`src/rtl/usb_reg_master.sv`:
```
// Bus initiator for the USB-chip parallel register interface. It turns command and
// stream handshakes into timed cen/rdn/wrn strobes for single bytes or same-address bursts.
//
// state   | meaning
// IDLE    | bus released, waiting for a command
// FETCH   | write burst, waiting for the next write byte
// SETUP   | cen low, address/data stable before the strobe
// STROBE  | rdn or wrn held low
// RECOVER | strobes high, slave updates its byte counter
module usb_reg_master #(
  parameter int pLEN_WIDTH      = 3,
  parameter int pSETUP_CYCLES   = 2,
  parameter int pSTROBE_CYCLES  = 4,
  parameter int pRECOVER_CYCLES = 3
) (
  input  logic                  clk_usb,
  input  logic                  reset_n,
  input  logic                  cmd_valid,
  output logic                  cmd_ready,
  input  logic                  cmd_write,
  input  logic [7:0]            cmd_addr,
  input  logic [pLEN_WIDTH-1:0] cmd_len,
  input  logic [7:0]            wr_data,
  input  logic                  wr_valid,
  output logic                  wr_ready,
  output logic [7:0]            rd_data,
  output logic                  rd_valid,
  input  logic                  rd_ready,
  output logic                  busy,
  output logic                  done,
  output logic [7:0]            usb_addr,
  output logic [7:0]            usb_dout,
  input  logic [7:0]            usb_din,
  output logic                  usb_drive,
  output logic                  usb_rdn,
  output logic                  usb_wrn,
  output logic                  usb_cen
);

  localparam logic [7:0] LP_SETUP   = 8'(pSETUP_CYCLES - 1);
  localparam logic [7:0] LP_STROBE  = 8'(pSTROBE_CYCLES - 1);
  localparam logic [7:0] LP_RECOVER = 8'(pRECOVER_CYCLES - 1);

  typedef enum logic [2:0] {
    ST_IDLE,
    ST_FETCH,
    ST_SETUP,
    ST_STROBE,
    ST_RECOVER
  } state_t;

  state_t                r_state;
  logic                  r_write;
  logic [7:0]            r_addr;
  logic [7:0]            r_dout;
  logic [7:0]            r_rd_data;
  logic                  r_rd_valid;
  logic [pLEN_WIDTH-1:0] r_remaining;
  logic [7:0]            r_cnt;
  logic                  r_cen;
  logic                  r_rdn;
  logic                  r_wrn;
  logic                  r_drive;
  logic                  r_done;

  logic w_rd_hs;
  logic w_rd_pending;

  assign w_rd_hs      = r_rd_valid & rd_ready;
  assign w_rd_pending = r_rd_valid & ~rd_ready;

  always_ff @(posedge clk_usb) begin
    if (!reset_n) begin
      r_state     <= ST_IDLE;
      r_write     <= 1'b0;
      r_addr      <= 8'd0;
      r_dout      <= 8'd0;
      r_rd_data   <= 8'd0;
      r_rd_valid  <= 1'b0;
      r_remaining <= '0;
      r_cnt       <= 8'd0;
      r_cen       <= 1'b1;
      r_rdn       <= 1'b1;
      r_wrn       <= 1'b1;
      r_drive     <= 1'b0;
      r_done      <= 1'b0;
    end else begin
      r_done <= 1'b0;
      if (w_rd_hs) r_rd_valid <= 1'b0;
      case (r_state)
        ST_IDLE: begin
          if (cmd_valid) begin
            r_addr      <= cmd_addr;
            r_write     <= cmd_write;
            r_remaining <= cmd_len;
            if (cmd_write) begin
              r_state <= ST_FETCH;
            end else begin
              r_state <= ST_SETUP;
              r_cen   <= 1'b0;
              r_drive <= 1'b0;
              r_cnt   <= LP_SETUP;
            end
          end
        end
        ST_FETCH: begin
          if (wr_valid) begin
            r_dout  <= wr_data;
            r_drive <= 1'b1;
            r_cen   <= 1'b0;
            r_cnt   <= LP_SETUP;
            r_state <= ST_SETUP;
          end
        end
        ST_SETUP: begin
          if (r_cnt == 8'd0) begin
            r_cnt   <= LP_STROBE;
            r_state <= ST_STROBE;
            if (r_write) r_wrn <= 1'b0;
            else         r_rdn <= 1'b0;
          end else begin
            r_cnt <= r_cnt - 8'd1;
          end
        end
        ST_STROBE: begin
          if (r_cnt == 8'd0) begin
            r_rdn   <= 1'b1;
            r_wrn   <= 1'b1;
            r_cnt   <= LP_RECOVER;
            r_state <= ST_RECOVER;
            if (!r_write) begin
              r_rd_data  <= usb_din;
              r_rd_valid <= 1'b1;
            end
          end else begin
            r_cnt <= r_cnt - 8'd1;
          end
        end
        ST_RECOVER: begin
          if (r_cnt != 8'd0) begin
            r_cnt <= r_cnt - 8'd1;
          end else if (!w_rd_pending) begin
            // a read byte consumed in this very cycle lets the burst continue at once
            if (r_remaining != '0) begin
              r_remaining <= r_remaining - pLEN_WIDTH'(1);
              if (r_write) begin
                r_state <= ST_FETCH;
              end else begin
                r_cnt   <= LP_SETUP;
                r_state <= ST_SETUP;
              end
            end else begin
              r_cen   <= 1'b1;
              r_drive <= 1'b0;
              r_done  <= 1'b1;
              r_state <= ST_IDLE;
            end
          end
        end
        default: r_state <= ST_IDLE;
      endcase
    end
  end

  assign cmd_ready = (r_state == ST_IDLE);
  assign wr_ready  = (r_state == ST_FETCH);
  assign busy      = (r_state != ST_IDLE);
  assign done      = r_done;
  assign rd_data   = r_rd_data;
  assign rd_valid  = r_rd_valid;
  assign usb_addr  = r_addr;
  assign usb_dout  = r_dout;
  assign usb_drive = r_drive;
  assign usb_rdn   = r_rdn;
  assign usb_wrn   = r_wrn;
  assign usb_cen   = r_cen;

endmodule

```
`config.mk`:
```
export PLATFORM = sky130hd
export DESIGN_NAME = usb_reg_master
export DESIGN_NICKNAME = d
export VERILOG_FILES = /design/src/rtl/usb_reg_master.sv
export SDC_FILE = /design/constraint.sdc
export NUM_CORES = 1
export LEC_CHECK = 0
export CAP_MARGIN = 20
export CORE_ASPECT_RATIO = 1.5
export CORE_MARGIN = 2
export CORE_UTILIZATION = 42
export DETAILED_ROUTE_END_ITERATION = 7
export GPL_TIMING_DRIVEN = 0
export PLACE_DENSITY = 0.76
export SLEW_MARGIN = 30
export SYNTH_ARGS = -nofsm -noshare
export SYNTH_HDL_FRONTEND = slang
export SYNTH_SLANG_ARGS = --single-unit
```
`constraint.sdc`:
```
create_clock -name clk_usb -period 2 [get_ports clk_usb]
set_input_delay 0.4 -clock clk_usb [delete_from_list [all_inputs] [get_ports clk_usb]]
set_output_delay 0.4 -clock clk_usb [all_outputs]
set_load 0.02 [all_outputs]
```
==> results of run 1 <==
==> metal layers <==
layer | wire, um | vias to the layer above
li1 | - | 1029
met1 | 2180 | 970
met2 | 2830 | 41
met3 | 195 | 7
met4 | 102 | 0
met5 | 0 | -
==> cell usage in the layout, fill, tap and decap left out, types with 3 or more instances in the layout <==
cell type         n
a21boi_0          8
a21boi_1          9
a21o_1            5
a21oi_1           7
buf_4             8
clkbuf_1          8
clkbuf_4          3
clkbuf_8          6
clkdlybuf4s50_1  62
dfxtp_1          41
dfxtp_2           4
dlygate4sd2_1     3
inv_1             6
mux2i_1          11
nand2_1          45
nand2b_1          4
nand3_1           4
nor2_1            8
nor2b_1          13
nor3_1            3
nor4_1            3
o21ai_1           7
o31ai_1           3
or3_1             4
==> critical path, delay by kind of cell, from the launching register on <==
kind / cells / cell delay (ns)
flip-flops: 1 / 0.34
AO/OA/AOI/OAI: 2 / 0.58
AND/OR/NAND/NOR: 2 / 0.54
adder cells (fa/ha/maj): 1 / 0.15
buffers and inverters: 2 / 0.23
==> synth_stat cells, drive strengths merged (2+ instances only) <==
cell	n
nand2b	4
inv	8
a21boi	17
mux2i	11
o21ai	9
nand3	4
nand3b	2
nand2	46
nor2b	13
or3	4
and2	4
nor2	9
o21a	2
a31oi	2
a2111oi	2
or3b	2
o31ai	3
a21o	5
clkbuf	11
a21oi	7
nor4	5
ha	3
a211oi	2
buf	4
nor3	5
dfxtp	45
nor3b	3
==> where the power goes <==
part	internal [mW]	switching (mW)
logic	1.26	1.44
clock network	0.273	0.291
registers	1.12	0.232
==> area by class of cell <==
| type | instances | area share |
|---|---|---|
| plain buffers | 15 | 0.0269 |
| multi-input cells | 181 | 0.399 |
| repair buffers | 73 | 0.223 |
| clock inverters | 1 | 0.00237 |
| well taps | 68 | 0.0269 |
| flip-flops and latches | 45 | 0.286 |
| inverters | 8 | 0.00949 |
| clock buffers | 6 | 0.0261 |
==> worst paths after layout <==
path,from,end
min,usb_drive,usb_drive
min reg2reg,usb_drive,usb_drive
max reg2reg,r_cnt[1],r_cnt[2]
max,r_cnt[1],r_cnt[2]
==> flip-flops by register name, summed over array words and instances (netlist names) <==
register and count:
done 1, r_cnt 8, r_remaining 3, r_state 3, r_write 1, rd_data 8, rd_valid 1, usb_addr 8
usb_cen 1, usb_dout 8, usb_drive 1, usb_rdn 1, usb_wrn 1
==> through the flow <==
stage,utilization,area (sq um)
floorplan,-,2170
global placement,0.577,2910
detailed placement,0.577,2910
CTS,0.606,3060
global route,0.627,3160
finish,0.627,3160
==> cells by family after synthesis <==
logic type,after synthesis
and+or+nand+nor,105
AOI/OAI and AO/OA,61
DFF,45
buffers and inverters,23
muxes,12
adders and majority gates,3
==> what timing repair did <==
item | CTS | global route
setup endpoints to repair | 24 | 19
endpoints found under the hold margin | 0 | 0
setup buffers | 0 | 7
pin swaps | 3 | 3
cloned | 1 | 0
hold buffers | 0 | 0
gates resized for setup | 17 | 15
==> results.ini, run 1 <==
[critical_path]
cp_slowest_cell=or4b_4
rrSetupSlack_ns=0.06
crit_type=register to register
critPathCaptureType=register
reg2reg_depth=7
slowest_delay_ns=0.45
worst_ep_required_time_ns=2.18
cp_cell_sequence=inv_2 -> ha_4 -> or4b_4 -> buf_6 -> o221ai_4 -> nor3b_2 -> a211o_1
cp-start-kind=register
cp_max_fo=8
cp.arrival_ns=2.13

[clocking]
cts.sinks=45
clk_pin_slew_ns=0.08
cts_inserted_buffers=5
cts-root-buf=clkbuf_8
clk-insertion-delay-late_ns=0.29
htreeDepth=2
cts.path.max_buffers=2
cts_tree=yes

[status]
status=finished, final reports clean

[power]
vdd_drop_max_mv=0.704
p_per_area_nw_per_um2=1460
p_leak_nw=1.17
design_power_total_mw=4.62

[yosys]
syn_nets=285
synth_top_family_by_area=simple AND/OR/NAND/NOR gates
yosys_warnings=0
synth_area_leaders=dfxtp_1 42%, nand2_1 8.0%, mux2i_1 5.1%, nor2b_1 3.8%, a21boi_1 3.1%
synth_compound_area_frac=0.212
synth_area_per_cell_sq_um=8.71
syn-instance-count=249
yosys-mux-area-fraction=0.0560
synth_area_leader_cell=dfxtp_1
ys_seq_area_frac=0.415
synth.top_cell.area_share=0.415
synth-simple-area-share=0.253
synth-edff-count=0
synth_fa_ha_area_frac=0.0173
netlist_area_sq_um=2170
synth-seq-cells=45
synth_xor_area_frac=0
async_reset_ff_frac=0
synth_cell_types=52
synthFlopType=dfxtp_1

[final_layout]
multi_input_area_sq_um=1260
regArea_sq_um=906
nets=365
antenna_cells=0
n_fill_cell=468
fin_cells=397
drive_gt1_frac=0.134
area_growth_pct=45.9

[place]
dpl.cell_count=382
place.gp.congestion=0.897
io_buffers=65
place_ws_ns=-0.534
dp_hpwl_um=3890

[die]
initial_core_util=0.430
die_width_um=62.7
rows=32
fp.dieH_um=92
core_area_sq_um=5040
dieArea_sq_um=5770
num_io_pins=66

[job]
cap_violations=0

[route]
wl_per_cell_um=13.4
drt_iter0_drc=64
antenna_left=0
totalWireLength_um=5300
via_per_inst=5.16
dr.pass1.iters=4
drc_errors=0
vias=2047

[worst_hold_path]
holdPathStages=2
min_path_type=register to register

[global_route]
grt_pass1_vias=1892
grt_busiest_layer=met2
use_met1=0.214
grt-ovfl-total=0
grt_pass1_wl_um=8690
use_met3=0.0380
grt_max_degree=14
track_usage=0.186
antenna_found_initial=0
grt.met2_usage=0.332

[sta]
fin_ws_ns=0.0569
slew-limit-headroom=0.583
post-route-min-period_ns=1.94
fmax_mhz=515
rsz0062_at_grt=true
worstMarginPinSlew_ns=0.624
hold_violations=0
setup_viol=0
tns_ns=0
drv_slew=0
fin_worst_hold_slack_ns=0.450
finalCritPeriodShare=0.972
finClkSkew_ns=0.00592

Note: power is estimated with default switching activity, not from simulation.
==> run 2: changes to the inputs <==
Settings changed: PLACE_DENSITY 0.76 to 0.85.
==> run 2 against run 1 <==
Count of clock-buffer cells in the layout down 1; clock power down 1%; total power fell by 3.7%; cell area shrank 1.1%; critical path type unchanged; highest routed layer unchanged.
==> results.ini, run 2 (synthesized netlist as in run 1, its figures left out) <==
[worst_hold_path]
min_path_type=register to register
min_from=usb_addr[1]
hold_end=usb_addr[1]
holdPathStages=2  ; unchanged

[place]
io_buffers=65  ; unchanged
place_ws_ns=-0.430  ; +0.104 ns
place.gp.congestion=0.897  ; unchanged
dpl.cell_count=382  ; unchanged
dp_hpwl_um=3970  ; +2.0%
placed_cell_area_sq_um=2910  ; unchanged

[final_layout]
regArea_sq_um=906  ; unchanged
layout_commonest_cell=clkdlybuf4s50_1
final_area_sq_um=3130  ; -1.1%
final_util=0.620  ; -0.00694
nets=362  ; -0.82%
area_growth_pct=44.3
antenna_cells=0  ; unchanged
final_cell_mix=62 x clkdlybuf4s50_1, 45 x nand2_1, 43 x dfxtp_1
drive_gt1_frac=0.128  ; -0.00530
n_fill_cell=461  ; -1.5%
fin_cells=395  ; -0.50%
multi_input_area_sq_um=1250  ; -0.99%

[route]
wl_per_cell_um=13.8  ; +3.5%
routed.top_layer=met4
drt_iter0_drc=94  ; +47%
met3RoutedLength_um=209  ; +7.2%
wl_met2_um=3000  ; +6.1%
wl_met1_um=2150  ; -1.3%
drc_errors=0  ; unchanged
dr.pass1.iters=4  ; unchanged
totalWireLength_um=5460  ; +3.0%
via_per_inst=5.27  ; +2.2%
vias=2081  ; +1.7%
antenna_left=0  ; unchanged

[clocking]
htreeDepth=2  ; unchanged
cts.sinks=45  ; unchanged
cts_tree=yes
clk_pin_slew_ns=0.09  ; about the same
cts_inserted_buffers=5  ; unchanged
cts-root-buf=clkbuf_8
cts.path.max_buffers=2  ; unchanged
clk-insertion-delay-late_ns=0.30  ; about the same

[sta]
post-route-min-period_ns=1.95  ; +0.00760 ns
finalCritPeriodShare=0.975  ; +0.00380
rsz0062_at_grt=true
slew-limit-headroom=0.618  ; +0.0350
worstMarginPinSlew_ns=0.572  ; -0.0523 ns
setup_viol=0  ; unchanged
drv_slew=0  ; unchanged
hold_violations=0  ; unchanged
fin_ws_ns=0.0493  ; -0.00760 ns
finClkSkew_ns=0.00414  ; -0.00177 ns
fmax_mhz=513  ; -0.39%

[global_route]
antenna_found_initial=0  ; unchanged
grt-ovfl-total=0  ; unchanged
grt_pass1_vias=2027  ; +7.1%
grt_max_degree=15  ; +1
grt_pass1_wl_um=9160  ; +5.4%
track_usage=0.197  ; +0.0115

[die]
fp.dieH_um=92  ; unchanged
die_width_um=62.7  ; unchanged
rows=32  ; unchanged
num_io_pins=66  ; unchanged
dieArea_sq_um=5770  ; unchanged
core_area_sq_um=5040  ; unchanged
initial_core_util=0.430  ; unchanged

[power]
p_per_area_nw_per_um2=1420  ; -2.6%
p_leak_nw=1.16  ; -1.2%
design_power_total_mw=4.45  ; -3.7%
vdd_drop_max_mv=0.777  ; +10%

[critical_path]
crit_type=register to register
worst_ep_required_time_ns=2.20  ; +0.02 ns
reg2reg_depth=5  ; -2
cp-start-kind=register
cp.arrival_ns=2.15  ; +0.02 ns
rr_startpoint=r_state[0]
worst_path_most_repeated_cell=buf_2
slowest_delay_ns=0.50  ; +0.05 ns
crit_family=compound AO/OA/AOI/OAI gates
r2r_end=r_remaining[0]
rrSetupSlack_ns=0.05  ; about the same
cp_slowest_cell=o41a_1
crit_buf_inv=2  ; unchanged
cp_cell_sequence=buf_2 -> or3b_1 -> buf_2 -> o41a_1 -> o32ai_1
critPathCaptureType=register
cp_max_fo=10  ; +2

[job]
cap_violations=0  ; unchanged

[status]
status=finished, final reports clean

## run 2: cell count changes in the layout (fill, tap and decap cells not counted), sizes merged
cell / delta
clkinv: +2
buf: -2
dlygate4sd2: -1
clkbuf: -1
## run 2: worst max path at each step
stage / startpoint / to / slack (ns) / depth (start not counted)
2_1_floorplan: r_cnt[0] / rd_data[0] / 0.09 / 8
3_3_place_gp: cmd_valid / usb_cen / -0.40 / 5
3_5_place_dp: cmd_valid / usb_cen / -0.43 / 5
4_1_cts: r_cnt[0] / rd_data[0] / 0.01 / 8
5_1_grt: reset_n / done / -0.01 / 5
6_report: r_state[0] / r_remaining[0] / 0.05 / 5
## run 2: layout make-up
type / instances / share of cell area
tap: 68 / 0.0272
clock buffer: 5 / 0.0220
clock inverter: 3 / 0.00560
multi-input combinational: 181 / 0.399
sequential: 45 / 0.289
buffer: 15 / 0.0276
inverter: 8 / 0.0104
timing repair buffer: 70 / 0.219
## run 2: stage by stage
step | TNS (ns) | hold slack, ns
finish | 0 | 0.458
global route | -0.0234 | 0.476
CTS | 0 | 0.461
detailed placement | -2.19 | 0.448
global placement | -1.57 | 0.441
floorplan | 0 | 0.438
## run 2: tightest hold or removal path, stage by stage (launching register included)
cell	delay (ns)
dfxtp_1	0.32
nand2_1	0.05
a21boi_1	0.05
## run 2: report_power, final
group	internal (mW)	leakage, nW	switching [mW]
logic	1.12	0.747	1.43
clock network	0.241	0.0439	0.316
registers	1.12	0.367	0.222
total	2.48	1.16	1.97
## run 2: repair_timing
item	in CTS	in global routing
resized for setup	14	21
buffers inserted	3	1
endpoints found under the setup margin	23	18
pin swaps	3	3
hold buffers	0	0
gates cloned	1	0
## run 2: per-layer routing
metal  track usage  up-vias
met1         0.214     1007
met4        0.0833        0
met3        0.0429        8
met2         0.364       44
met5             0        -
li1              -     1022
==> RTL change: new RTL, flow settings as in run 2 <==
Change the parameter `pLEN_WIDTH` from 3 to 5.
--- a/src/rtl/usb_reg_master.sv
+++ b/src/rtl/usb_reg_master.sv
@@ -8,7 +8,7 @@
 // STROBE  | rdn or wrn held low
 // RECOVER | strobes high, slave updates its byte counter
 module usb_reg_master #(
-  parameter int pLEN_WIDTH      = 3,
+  parameter int pLEN_WIDTH      = 5,
   parameter int pSETUP_CYCLES   = 2,
   parameter int pSTROBE_CYCLES  = 4,
   parameter int pRECOVER_CYCLES = 3
Interface: changed (resized cmd_len); port bits go from 66 to 68. The function was not compared with the original's and may differ.
==> RTL change against run 2 <==
  * Sequential cell count increased by 2
  * Cell area increased by 8.0%
  * Synthesized area increased by 6.5%
  * Non-clock buffer count increased by 6
  * Largest cell class unchanged
  * Routed wire length increased by 16%
  * Worst setup slack got worse by 35 ps
  * Critical path type unchanged
  * Power decreased by 32%
  * Sequential power decreased by 13%
==> RTL change: results (changes against run 2) <==
[synthesis]
syn_nets=300  ; was 285
seq_area_frac_synth_pct=40.7  ; was 41.5%
yosys_warnings=0  ; unchanged
synth.area.top_cells=dfxtp_1, nand2_1, a21boi_0  ; was dfxtp_1, nand2_1, mux2i_1
muxShareOfSynthArea_pct=3.90  ; was 5.60%
synth_xor_area_share_pct=0  ; unchanged
synthTopCellsByCount=dfxtp_1, nand2_1, a21boi_0  ; was nand2_1, dfxtp_1, nor2b_1
synthArstFlopShare_pct=0  ; unchanged
synth_compound_area_share_pct=25.5  ; was 21.2%
synth_area_per_cell_um2=8.82  ; was 8.71 um2
yosys.area_share.adder_pct=1.63  ; was 1.73%
synth_cell_types=50  ; was 52

[setup_path]
crit_slowest_cell=or4b_4  ; was o41a_1
critPathArrivalTime_ps=2220  ; was 2150 ps
worstPathMaxFanout=8  ; was 10
critPathTopFamily=compound AO/OA/AOI/OAI gates  ; unchanged

[status]
status=finished, final reports clean  ; unchanged

[finish]
drive_gt1_share_pct=14.5  ; was 12.8%
finalNetCount=383  ; was 362
final_cells=416  ; was 395
num-fill-cells=456  ; was 461
num_antenna_cells=0  ; unchanged

[placement]
portBuffers=67  ; was 65
place_area_mm2=0.00309  ; was 0.00291 mm2
dp_cells=399  ; was 382
dp_slack_ps=-530  ; was -430 ps
dp_hpwl_mm=4.47  ; was 3.97 mm
place_congestion=0.897  ; about the same

[global_routing]
grt_overflow=0  ; unchanged
grt_pass1_vias=2100  ; was 2027
grt.total_usage_pct=20.5  ; was 19.7%
antenna_found_initial=0  ; unchanged
grt_max_degree=14  ; was 15
grt_pass1_wl_mm=9.78  ; was 9.16 mm

[clocking]
h-tree-depth=2  ; unchanged
numCtsBuffers=5  ; unchanged
clk_root_buffer_cell=clkbuf_8  ; unchanged
clk_path_buf_depth=2  ; unchanged
clk_latency_ps=300  ; about the same
hold_buffers=0  ; unchanged

[power_and_ir_drop]
total_leakage_power_uw=0.00129  ; was 0.00116 uW
finalPower_uw=3050  ; was 4450 uW
vdd.ir_drop.worst_v=0.000519  ; was 0.000777 V
power_frac_seq_pct=38.0  ; was 30.1%
combPwrFrac_pct=43.6  ; was 57.4%
switching_share_pct=36.6  ; was 44.3%

[sta]
drv_slew=0  ; unchanged
worst_pin_slew_ps=711  ; was 572 ps
clock_skew_ps=3.57  ; was 4.14 ps

[route]
routed_wl_mm=6.35  ; was 5.46 mm
num_vias=2275  ; was 2081
initialDrtViolationCount=86  ; was 94
firstDrtPassIters=4  ; unchanged

[min_path]
hp-class=flip-flop to flip-flop  ; unchanged

RTL change: cell count changes after synthesis, sizes merged, moves of 3 or more:
cell	change
a211o	+3
a21boi	+4
and2	-3
nand4	+3
o211a	+3
o2bb2ai	+3
o31ai	+6
RTL change: path summary, 6_finish.rpt:
check | startpoint | to | slack, ps | cells past startpoint
setup / recovery | r_cnt[1] | r_remaining[2] | 10 | 7
hold / removal | usb_dout[1] | usb_dout[1] | 460 | 2
setup reg to reg | r_cnt[1] | r_remaining[2] | 10 | 7
hold reg to reg | usb_dout[1] | usb_dout[1] | 460 | 2
RTL change: cell type report:
type                            count  area [um2]  share of cell area [%]
Clock inverter                      1        5.00                   0.148
Tap cell                           70        87.6                    2.59
Clock buffer                        7        76.3                    2.26
Buffer                             13        78.8                    2.33
Timing Repair Buffer               78         776                    23.0
Multi-Input combinational cell    193        1380                    40.8
Sequential cell                    47         948                    28.1
Inverter                            7        28.8                   0.852
RTL change: repair_timing:
item                                    4_1_cts  5_1_grt
gates resized for setup                      21       15
setup buffers                                 2        7
endpoints found under the setup margin       25       22
cloned                                        1        1
pin swaps                                     3        2
RTL change: per-layer routing:
| layer | wire, um | global-route usage [%] | up-vias |
|---|---|---|---|
| li1 | - | - | 1116 |
| met1 | 2460 | 22.1 | 1080 |
| met2 | 3530 | 39.4 | 64 |
| met3 | 224 | 2.86 | 15 |
| met4 | 138 | 8.16 | 0 |
| met5 | 0 | 0 | - |
RTL change: logic make-up after synthesis:
family,Yosys count
simple gates,103
compound gates,78
flops,47
buf+inv,22
mux,9
fa+ha+maj,3
RTL change: worst register-to-register path, delay by kind of cell (launching register included):
family	cells	cell delay (ps)
buffers and inverters	2	210
adders and majority gates	1	130
AOI/OAI and AO/OA	3	720
and+or+nand+nor	1	500
DFF	1	370
